==> config.mk <==
export PLATFORM = sky130hd
export DESIGN_NAME = series_engine
export DESIGN_NICKNAME = d
export VERILOG_FILES = /design/src/rtl/series_engine.sv
export SDC_FILE = /design/constraint.sdc
export NUM_CORES = 1
export LEC_CHECK = 0
export ABC_CLOCK_PERIOD_IN_PS = 14150
export CAP_MARGIN = 25
export CORE_AREA = 5 5 140 142
export CTS_CLUSTER_SIZE = 25
export DETAILED_ROUTE_END_ITERATION = 7
export DIE_AREA = 0 0 145 147
export DONT_BUFFER_PORTS = 1
export HOLD_SLACK_MARGIN = 0.12
export PLACE_DENSITY = 0.6
export RECOVER_POWER = 25
export SLEW_MARGIN = 20
export SYNTH_ARGS = -nofsm -noshare
export SYNTH_HDL_FRONTEND = slang
export SYNTH_SLANG_ARGS = --single-unit
==> constraint.sdc <==
create_clock -name clk -period 14.15 [get_ports clk]
set_input_delay 0 -clock clk [delete_from_list [all_inputs] [get_ports clk]]
set_output_delay 0 -clock clk [all_outputs]
set_load 0.01 [all_outputs]
==> src/rtl/series_engine.sv <==
// series_engine: multi-cycle geometric series evaluator, result = sum x^i for i=0..n.
// Define SERIES_OVF_EN to add the sticky ovf output.
module series_engine #(
   parameter int DATA_W = 16,
   parameter int IN_W   = 8,
   parameter int CNT_W  = 8
) (
   input  logic              clk,
   input  logic              rst,
   input  logic              start,
   input  logic              abort,
   input  logic [IN_W-1:0]   data_in,
   output logic              ready,
   output logic              busy,
   output logic              done,
   output logic [DATA_W-1:0] result
`ifdef SERIES_OVF_EN
   ,
   output logic              ovf
`endif
);

   localparam int X_WORDS = DATA_W / IN_W;
   localparam int IDX_W   = (X_WORDS > 1) ? $clog2(X_WORDS) : 1;
   localparam logic [IDX_W-1:0] LAST_IDX = IDX_W'(X_WORDS - 1);

   typedef enum logic [2:0] {
      S_IDLE  = 3'd0,
      S_GET_N = 3'd1,
      S_GET_X = 3'd2,
      S_WAIT  = 3'd3,
      S_MUL   = 3'd4,
      S_ADD   = 3'd5,
      S_DONE  = 3'd6
   } state_t;

   state_t state;
   state_t next;

   logic [CNT_W-1:0]  n;
   logic [CNT_W-1:0]  count;
   logic [IDX_W-1:0]  idx;
   logic [DATA_W-1:0] x;
   logic [DATA_W-1:0] t;
   logic [DATA_W-1:0] r;
   logic              last_term;

   assign last_term = (count == n);

   always_ff @(posedge clk or posedge rst) begin
      if (rst) state <= S_IDLE;
      else     state <= next;
   end

   always_comb begin
      next = S_IDLE;
      case (state)
         S_IDLE:  next = start ? S_GET_N : S_IDLE;
         S_GET_N: next = S_GET_X;
         S_GET_X: next = (idx == LAST_IDX) ? S_WAIT : S_GET_X;
         S_WAIT:  next = start ? S_WAIT : S_MUL;
         S_MUL:   next = last_term ? S_DONE : S_ADD;
         S_ADD:   next = S_MUL;
         S_DONE:  next = S_IDLE;
         default: next = S_IDLE;
      endcase
      // abort only matters while busy; IDLE and DONE ignore it
      if (abort && busy) next = S_IDLE;
   end

   always_comb begin
      ready = 1'b0;
      busy  = 1'b0;
      done  = 1'b0;
      case (state)
         S_IDLE:  ready = 1'b1;
         S_DONE:  done  = 1'b1;
         S_GET_N,
         S_GET_X,
         S_WAIT,
         S_MUL,
         S_ADD:   busy  = 1'b1;
         default: ;
      endcase
   end

`ifdef SERIES_OVF_EN
   logic [2*DATA_W-1:0] prod_w;
   logic [DATA_W:0]     sum_w;
   assign prod_w = {{DATA_W{1'b0}}, t} * {{DATA_W{1'b0}}, x};
   assign sum_w  = {1'b0, r} + {1'b0, t};

   always_ff @(posedge clk or posedge rst) begin
      if (rst) begin
         ovf <= 1'b0;
      end else begin
         case (state)
            S_WAIT: ovf <= 1'b0;
            S_MUL:  if (!last_term) ovf <= ovf | (|prod_w[2*DATA_W-1:DATA_W]);
            S_ADD:  ovf <= ovf | sum_w[DATA_W];
            default: ;
         endcase
      end
   end
`endif

   always_ff @(posedge clk or posedge rst) begin
      if (rst) begin
         n      <= '0;
         count  <= '0;
         idx    <= '0;
         x      <= '0;
         t      <= '0;
         r      <= '0;
         result <= '0;
      end else begin
         case (state)
            S_GET_N: begin
               n     <= data_in[CNT_W-1:0];
               count <= '0;
               idx   <= '0;
            end
            S_GET_X: begin
               x[int'(idx)*IN_W +: IN_W] <= data_in;
               idx <= idx + 1'b1;
            end
            S_WAIT: begin
               t <= DATA_W'(1);
               r <= DATA_W'(1);
            end
            S_MUL: if (!last_term) t <= t * x;
            S_ADD: begin
               r     <= r + t;
               count <= count + 1'b1;
            end
            S_DONE: result <= r;
            default: ;
         endcase
      end
   end

endmodule

==> Word-level counts from Yosys, hierarchy flattened <==
Cells that the tools add are included.
{ "word_totals": {"latchBits": 0, "regBits": 84, "rom_bits": 0, "input_bits": 12, "mem_count": 0, "output_inout_bits": 19, "wordCells": 46, "ram_bits": 0} }
{ "op_classes": {"n_addsub": 4, "n_reduce_logical": 8, "n_lt_le_gt_ge": 0, "eq_ne": 8, "n_bitwise": 0, "n_mul": 1, "mux": 15, "div_mod_pow": 0, "shifts": 2} }
{ "op_table": {"columns": ["operator", "count"], "rows": [
  ["16-bit case mux with 2 select lines", 2],
  ["4-bit negator with 33-bit output", 1],
  ["8-bit by 33-bit variable shift with 16-bit output, first input constant", 1],
  ["8-bit by 33-bit indexed part select with 16-bit output", 1],
  ["3-bit case mux with 6 select lines", 1],
  ["16-bit adder", 1],
  ["16-bit bitwise mux", 1],
  ["16-bit by 16-bit multiplier with 16-bit output", 1],
  ["16-bit two-way mux", 1],
  ["8-bit case mux with 2 select lines", 1],
  ["3-bit equality test, second input constant", 3],
  ["8-bit by 1-bit adder with 8-bit output, second input constant", 1],
  ["8-bit equality test", 1],
  ["2-bit nonzero test", 4],
  ["3-bit by 2-bit equality test with 1-bit output, second input constant", 2],
  ["3-bit two-way mux", 2],
  ["1-bit two-way mux", 5],
  ["5-bit OR reduction", 1],
  ["3-bit by 1-bit equality test with 1-bit output, second input constant", 1],
  ["3-bit logical NOT", 1],
  ["2-bit two-way mux", 1],
  ["2-bit inequality test, second input constant", 1],
  ["1-bit case mux with 2 select lines", 1],
  ["2-bit AND reduction", 1],
  ["2 further kinds", 2]
]} }

==> Longest topological paths before layout <==
Gate-level depths: netlist (run 1).
{ "logic_depth": {"ltp_word": 5, "depth_mapped": 20, "ltp_nobuf": 19} }

==> Least setup slack after synthesis (run 1) <==
OpenSTA, ideal clock, no wires.
{ "synth_timing": {"path_kind": "register to register", "from": "reg t[1]", "to": "reg t[15]", "synth_period_minus_slack_ns": 5.230, "path_stages_with_launch": 18, "n_path_buf": 1, "t_arrival_ns": 5.138, "required_time_ns": 14.058, "path_slack_ns": 8.920, "setup_ns": 0.092, "path_cell_list": "dfrtp_1 -> clkbuf_1 -> nand2_1 -> fa_1 -> fa_1 -> inv_1 -> fa_1 -> fa_1 -> inv_1 -> fa_1 -> fa_1 -> xor2_1 -> xnor2_1 -> xnor2_1 -> xnor2_2 -> xnor3_1 -> and3_1 -> o31ai_2"} }
{ "synth_between": {"elab_chain_cells": 3} }
{ "synth_lines": {"columns": ["element", "line", "source"], "rows": [
  ["from (decl)", "44", "logic [DATA_W-1:0] t;"],
  ["from (signal assigned)", "131", "S_MUL: if (!last_term) t <= t * x;"],
  ["16-bit by 16-bit multiplier with 16-bit output", "131", null],
  ["16-bit two-way mux", "131", null],
  ["16-bit case mux with 2 select lines", "117", "case (state)"]
]} }
Every way passes these cells. The select of a mux whose other input is x is not followed.
A chain may end at the register's enable or synchronous reset.

==> Worst setup path after layout (run 1) <==
Ends and elaborated chain as after synthesis.

==> results of run 1 <==
-- cell families (layout without fill, tap and decap cells) --
kind of cell	after synthesis	in the layout	synth area share [%]
adders and majority gates	146	146	30.17
muxes	27	27	3.720
AOI/OAI and AO/OA	109	109	8.371
buffers and inverters	159	162	7.626
DFF	84	84	26.04
xor gates and xnor gates	56	56	6.526
and+or+nand+nor	299	299	17.55
-- cells in the final DEF, fill, tap and decap left out, types with 4 or more instances in the layout --
| cell type | instances |
|---|---|
| nand2_1 | 145 |
| inv_1 | 126 |
| dfrtp_1 | 84 |
| fa_1 | 81 |
| and2_1 | 71 |
| ha_1 | 65 |
| o21ai_0 | 44 |
| a21oi_1 | 29 |
| xnor2_1 | 27 |
| nand3_1 | 26 |
| xor2_1 | 25 |
| mux2_2 | 24 |
| nor2_1 | 23 |
| dlygate4sd3_1 | 12 |
| nor3_1 | 11 |
| clkbuf_16 | 9 |
| nor4_1 | 5 |
| o21a_1 | 5 |
| o31ai_1 | 4 |
-- critical path, cell delays in order, from the launching register on --
cell     delay, ns
dfrtp_1       0.75
nand2_1       0.17
fa_1          0.48
fa_1          0.54
inv_1         0.05
fa_1          0.46
fa_1          0.55
inv_1         0.06
fa_1          0.51
fa_1          0.44
xor2_1        0.16
xnor2_1       0.14
xnor2_1       0.26
xnor2_2       0.15
xnor3_1       0.34
and3_1        0.20
o31ai_2       0.16
-- per-stage QoR --
stage                     power (W)  utilization (%)  area, µm²  setup slack, ns
after global routing       0.002471            47.69       8742            8.383
after global placement     0.001941            45.00       8249            8.734
after detailed placement   0.001962            45.19       8284            8.598
final                      0.002205            47.69       8742            8.633
after CTS                  0.002242            47.65       8735            8.603
after floorplan            0.001578                -       8071            8.920
-- per-layer routing --
layer | wire length [µm] | GRT usage [%]
met1 | 8678 | 24.73
met2 | 8732 | 29.47
met3 | 621 | 2.807
met4 | 287 | 4.473
met5 | 0 | 0
-- worst max-delay path by stage --
stage | from | endpoint | slack [ns] | depth (start not counted)
2_1_floorplan | t[1] | t[15] | 8.92 | 17
3_3_place_gp | t[5] | t[15] | 8.73 | 17
3_5_place_dp | t[1] | t[15] | 8.60 | 16
4_1_cts | t[5] | t[15] | 8.60 | 17
5_1_grt | t[1] | t[15] | 8.38 | 16
6_report | t[1] | t[15] | 8.63 | 16
-- cell type report --
class / instances / area share [%]
inverters: 129 / 5.553
flip-flops and latches: 84 / 24.04
clock inverters: 7 / 1.202
repair buffers: 17 / 2.032
multi-input cells: 637 / 61.24
well taps: 234 / 3.349
clock buffers: 9 / 2.576
-- flip-flops by register name, indices dropped and copies added, names as in the netlist --
name,count
t,16
n,8
x,16
r,16
count,8
state,3
result,16
idx,1
-- report_power, final --
group          internal, W  total [W]  leakage [nW]  switching, W
clock network     0.000158   0.000261         0.159      0.000103
logic             0.000651    0.00147          2.90      0.000821
registers         0.000299   0.000471          1.11      0.000172
==> results by group, run 1 <==
Worst setup path
  • FF-to-FF path depth: 16
  • Arr. time, crit path: 5.77 ns
  • RR Endpoint: t[15]
  • Critical path endpoint category: flop
  • R2R setup slack: 8.63 ns
  • Max FO, Critical Path: 18
  • Setup Crit Path Kind: flop to flop
  • Critical Path RT: 14.41 ns
  • Startpoint types: flop
  • R2r startpoint: t[1]

Layout
  • Layout cell share with drive strength beyond 1: 6.682%
  • Multi-input logic area: 0.005354 mm²
  • Cell Count, Final, Fillers Out: 1,117
  • Reg area: 0.002102 mm²
  • Layout area overhead: 8.309%
  • Ant. Diodes: 0
  • FILL cells: 1,730
  • Nets: 1,036

Logic synthesis
  • Seq cells post-synth: 84
  • Top FF cell, synth: dfrtp_1
  • Synthesized area: 0.008071 mm²
  • Post-synth top area cell: dfrtp_1
  • Seq/Total Area, Yosys: 26.04%
  • Number of distinct library cells after synthesis: 56
  • Syn_area_per_cell: 9.172 µm²
  • Asr flop ratio synth: 100.0%
  • Synth area leaders: dfrtp_1, fa_1, ha_1
  • Cell count after synthesis: 880
  • Post-synth EDFFs: 0
  • Post-synth top area share: 26.04%
  • Synth Warn #: 0
  • Count leader, synth: nand2_1
  • Synth cell count leaders: nand2_1, inv_1, dfrtp_1
  • Syn nets: 1,038

Min path
  • Hold path cells: 2
  • Hold Crit Class: input port to flop
  • WHS Endpoint: state[2]
  • Hold Startpoint: abort

Routing
  • Drt via density: 5.116
  • Drt pass-1 iters: 5
  • Initial DRC Count: 378
  • Final ANT Viol Nets: 0
  • Final wirelength: 18,320 µm
  • Vias: 5,715
  • Wire per inst: 16.40 µm
  • DRC: 0

Global routing
  • Largest net degree at the start of global routing: 51
  • Congestion Overflow GR: 0
  • Initial antenna violation count: 0
  • First-pass GRT wire length: 30,790 µm
  • Vias in the first global route: 5,961
  • GRT Util Overall: 17.85%

STA
  • Setup TNS: 0 ns
  • Setup repair after global routing missed its margin: false
  • Endpoints failing setup: 0
  • Final Max Tran Viols: 35
  • Hold WS: 0.3697 ns
  • Clock skew: 0.005429 ns
  • Max Fclk: 0.1813 GHz
  • Period minus WS final: 5.517 ns
  • Worst-margin pin slew: 1.983 ns
  • Period utilisation layout: 38.99%
  • Hold Vio Cnt, Final: 0
  • Max transition margin: -32.23%

Placed design
  • Routability cong.: 0.8746
  • Post-DP HPWL: 14,070 µm
  • Cells after DPL: 1,088
  • IO buf count: 0

Floorplan
  • Die width: 145 µm
  • I/O pins: 31
  • Die Span Y: 147 µm
  • Core Region: 0.01833 mm²
  • Cell row count: 50
  • Starting Density: 44.03%
  • Die footprint: 0.02132 mm²

Power and ir drop
  • Standby leakage power: 4.166 nW
  • Peak VDD IR: 0.0001647 V
  • Power Density: 252.2 mW/mm²

CTS
  • Setup repair bufs after CTS: 0
  • Num CTS Buffers: 9
  • Post-cts resize count: 0
  • H-tree Lvls: 3
  • Reg clk slew, reported paths: 0.06 ns
  • Hold_buf cts: 12
  • # clock sinks: 84
  • Max clock buf depth: 2
  • Skew-Pair Late Insertion Delay: 0.34 ns
  • CTS root buf: clkbuf_16
  • CTS tree: done

Outcome
  • Status: complete, but fails checks
  • Failing checks: capacitance limit, slew limit

Run
  • Max cap viols: 1
No activity file was read; power rests on OpenSTA's default activity.
==> run 2, diff against run 1 <==
- ABC_CLOCK_PERIOD_IN_PS: 14150 -> 4800
- PLACE_DENSITY: 0.6 -> 0.62
- clock period: 14.15 -> 4.8 ns (I/O delays scaled with it)
==> run 2 against run 1 <==
  * The flow finishes with violations (capacitance limit, slew limit, setup timing)
  * Clock-buffer cell count increased by 1
  * Routed wire length increased by 9.9%
  * Design area increased by 11%
  * Utilization increased by 5.1 points
  * Global-route usage increased by 1.4 points
  * Critical endpoint unchanged
  * Highest routed layer unchanged
==> results by group, run 2 (synthesis results as in run 1) <==
Worst setup path
  • Startpoint types: flop
  • Crit path launch: t[6]
  • CP most frequent cell: fa_1
  • Slowest cell on the critical path: fa_1
  • Max FO, Critical Path: 6 (-12)
  • Slowest stage delay, CP: 0.55 ns (-0.20 ns)
  • Arr. time, crit path: 5.32 ns (-0.45 ns)
  • Critical path endpoint category: flop
  • R2r startpoint: t[6]
  • Cell Chain, Critical Path: and2_4, fa_1, inv_2, fa_1, inv_1, fa_1, fa_1, fa_1, inv_2, fa_1, inv_2, ha_4, inv_4, a211oi_4, o211ai_1, and3_1, o31ai_2
  • Critical Path RT: 5.05 ns (-9.36 ns)
  • Setup Crit Path Kind: flop to flop

Layout
  • Most frequent cells in the layout: nand2_1, inv_1, buf_4
  • Layout cell share with drive strength beyond 1: 21.38% (+15 points)
  • FILL cells: 1,695 (-2.0%)
  • Nets: 1,121 (+8.2%)
  • Layout area overhead: 19.93%
  • Leading cell type in the layout, fill and taps excluded: nand2_1
  • Multi-input logic area: 0.005642 mm² (+5.4%)
  • Reg area: 0.002117 mm² (+0.71%)
  • Ant. Diodes: 0 (unchanged)
  • Cell Count, Final, Fillers Out: 1,202 (+7.6%)

Floorplan
  • Die width: 145 µm (unchanged)
  • Cell row count: 50 (unchanged)
  • I/O pins: 31 (unchanged)
  • Die footprint: 0.02132 mm² (unchanged)
  • Core Region: 0.01833 mm² (unchanged)
  • Starting Density: 44.03% (unchanged)
  • Die Span Y: 147 µm (unchanged)

Global routing
  • Largest net degree at the start of global routing: 57 (+12%)
  • Vias in the first global route: 6,191 (+3.9%)
  • Congestion Overflow GR: 0 (unchanged)
  • First-pass GRT wire length: 33,110 µm (+7.5%)
  • GRT Util Overall: 19.30% (+1.4 points)
  • Initial antenna violation count: 0 (unchanged)

Placed design
  • IO buf count: 0 (unchanged)
  • Dpl ws: -0.3642 ns (-8.962 ns)
  • Routability cong.: 0.8686 (-0.69%)
  • Post-DP HPWL: 15,810 µm (+12%)
  • Cells after DPL: 1,161 (+6.7%)

CTS
  • Skew-Pair Late Insertion Delay: 0.35 ns (about the same)
  • # clock sinks: 84 (unchanged)
  • Max clock buf depth: 2 (unchanged)
  • Reg clk slew, reported paths: 0.07 ns (about the same)
  • Num CTS Buffers: 9 (unchanged)
  • CTS root buf: clkbuf_16
  • CTS tree: done
  • H-tree Lvls: 3 (unchanged)

Outcome
  • Status: complete, but fails checks
  • Failing checks: capacitance limit, slew limit, setup timing

STA
  • Period utilisation layout: 105.6% (+67 points)
  • Endpoints failing setup: 6 (+6)
  • Clock skew: 0.008229 ns (+0.002799 ns)
  • Final Max Tran Viols: 57 (+63%)
  • Period minus WS final: 5.067 ns (-0.4499 ns)
  • Max transition margin: -70.38% (-38 points)
  • Setup TNS: -0.8082 ns (-0.8082 ns)
  • Setup repair after global routing missed its margin: true
  • Worst-margin pin slew: 2.542 ns (+0.5583 ns)
  • Max Fclk: 0.1973 GHz (+8.9%)
  • Crit path setup slack, layout: -0.2672 ns (-8.900 ns)
  • Hold Vio Cnt, Final: 0 (unchanged)
  • Hold WS: 0.3727 ns (+0.003060 ns)

Routing
  • Drt pass-1 iters: 5 (unchanged)
  • Initial DRC Count: 303 (-20%)
  • Vias: 6,125 (+7.2%)
  • Final wirelength: 20,130 µm (+9.9%)
  • DRC: 0 (unchanged)
  • Final ANT Viol Nets: 0 (unchanged)
  • Wire per inst: 16.75 µm (+2.1%)
  • Drt via density: 5.096 (-0.40%)

Min path
  • Hold Crit Class: input port to flop
  • Hold Startpoint: abort

Run
  • Max cap viols: 1 (unchanged)
## run 2: cell count changes in the layout (fill, tap and decap cells not counted), moves of 5 or more
cell     change
buf_4       +81
dfrtp_1     -12
and2_4       +6
inv_1       -11
dfrtp_2     +12
fa_2         +5
inv_2       +10
and2_1       -6
ha_4        +11
ha_1        -15
buf_6        +5
fa_1         -5
## run 2: per-layer routing
layer  GRT usage, %  vias to the layer above  part of all wire [%]  wire length [µm]
met5              0                        -                     0                 0
met4          5.791                        0                   2.0               395
met3          2.714                       25                   3.3               674
met2          31.07                      108                    48              9720
met1          27.21                     3020                    46              9342
li1               -                     2972                     -                 -
## run 2: repair_timing
| item | in CTS | in global routing |
|---|---|---|
| hold buffers | 12 | 0 |
| setup endpoints to repair | 7 | 7 |
| pin swaps | 27 | 10 |
| hold endpoints to repair | 82 | 0 |
| setup buffers | 8 | 5 |
| resized for setup | 33 | 26 |
## run 2: metrics by stage
step | instance area (µm²) | utilization (%)
floorplan | 8219 | -
global placement | 8904 | 48.57
detailed placement | 8926 | 48.70
CTS | 9573 | 52.23
global route | 9681 | 52.81
finish | 9681 | 52.81
## run 2: area by class of cell
| type | count | area share [%] |
|---|---|---|
| tap | 234 | 3.024 |
| inverter | 129 | 5.041 |
| sequential | 84 | 21.87 |
| clock inverter | 6 | 0.8918 |
| clock buffer | 10 | 2.365 |
| multi-input combinational | 637 | 58.28 |
| timing repair buffer | 102 | 8.530 |
## run 2: final timing paths
| check | endpoint | slack, ns | cells past startpoint |
|---|---|---|---|
| worst max-delay path | t[15] | -0.27 | 17 |
| worst min-delay path | state[2] | 0.37 | 2 |
| worst max register to register | t[15] | -0.27 | 17 |
| worst min register to register | r[15] | 0.48 | 1 |
| max in group asynchronous | t[1] | 2.65 | 3 |
| min in group asynchronous | result[11] | 0.82 | 2 |
## run 2: worst max-delay path, delay by kind of cell (launching register included)
family,cells,cell delay (ns)
flops,1,0.47
simple gates,2,0.42
fa+ha+maj,7,3.25
buf+inv,5,0.23
compound gates,3,0.59
Power of run 2 is left out: the tool's default activity adds up to more than one toggle a clock period on the data nets, which glitch-free logic cannot reach.
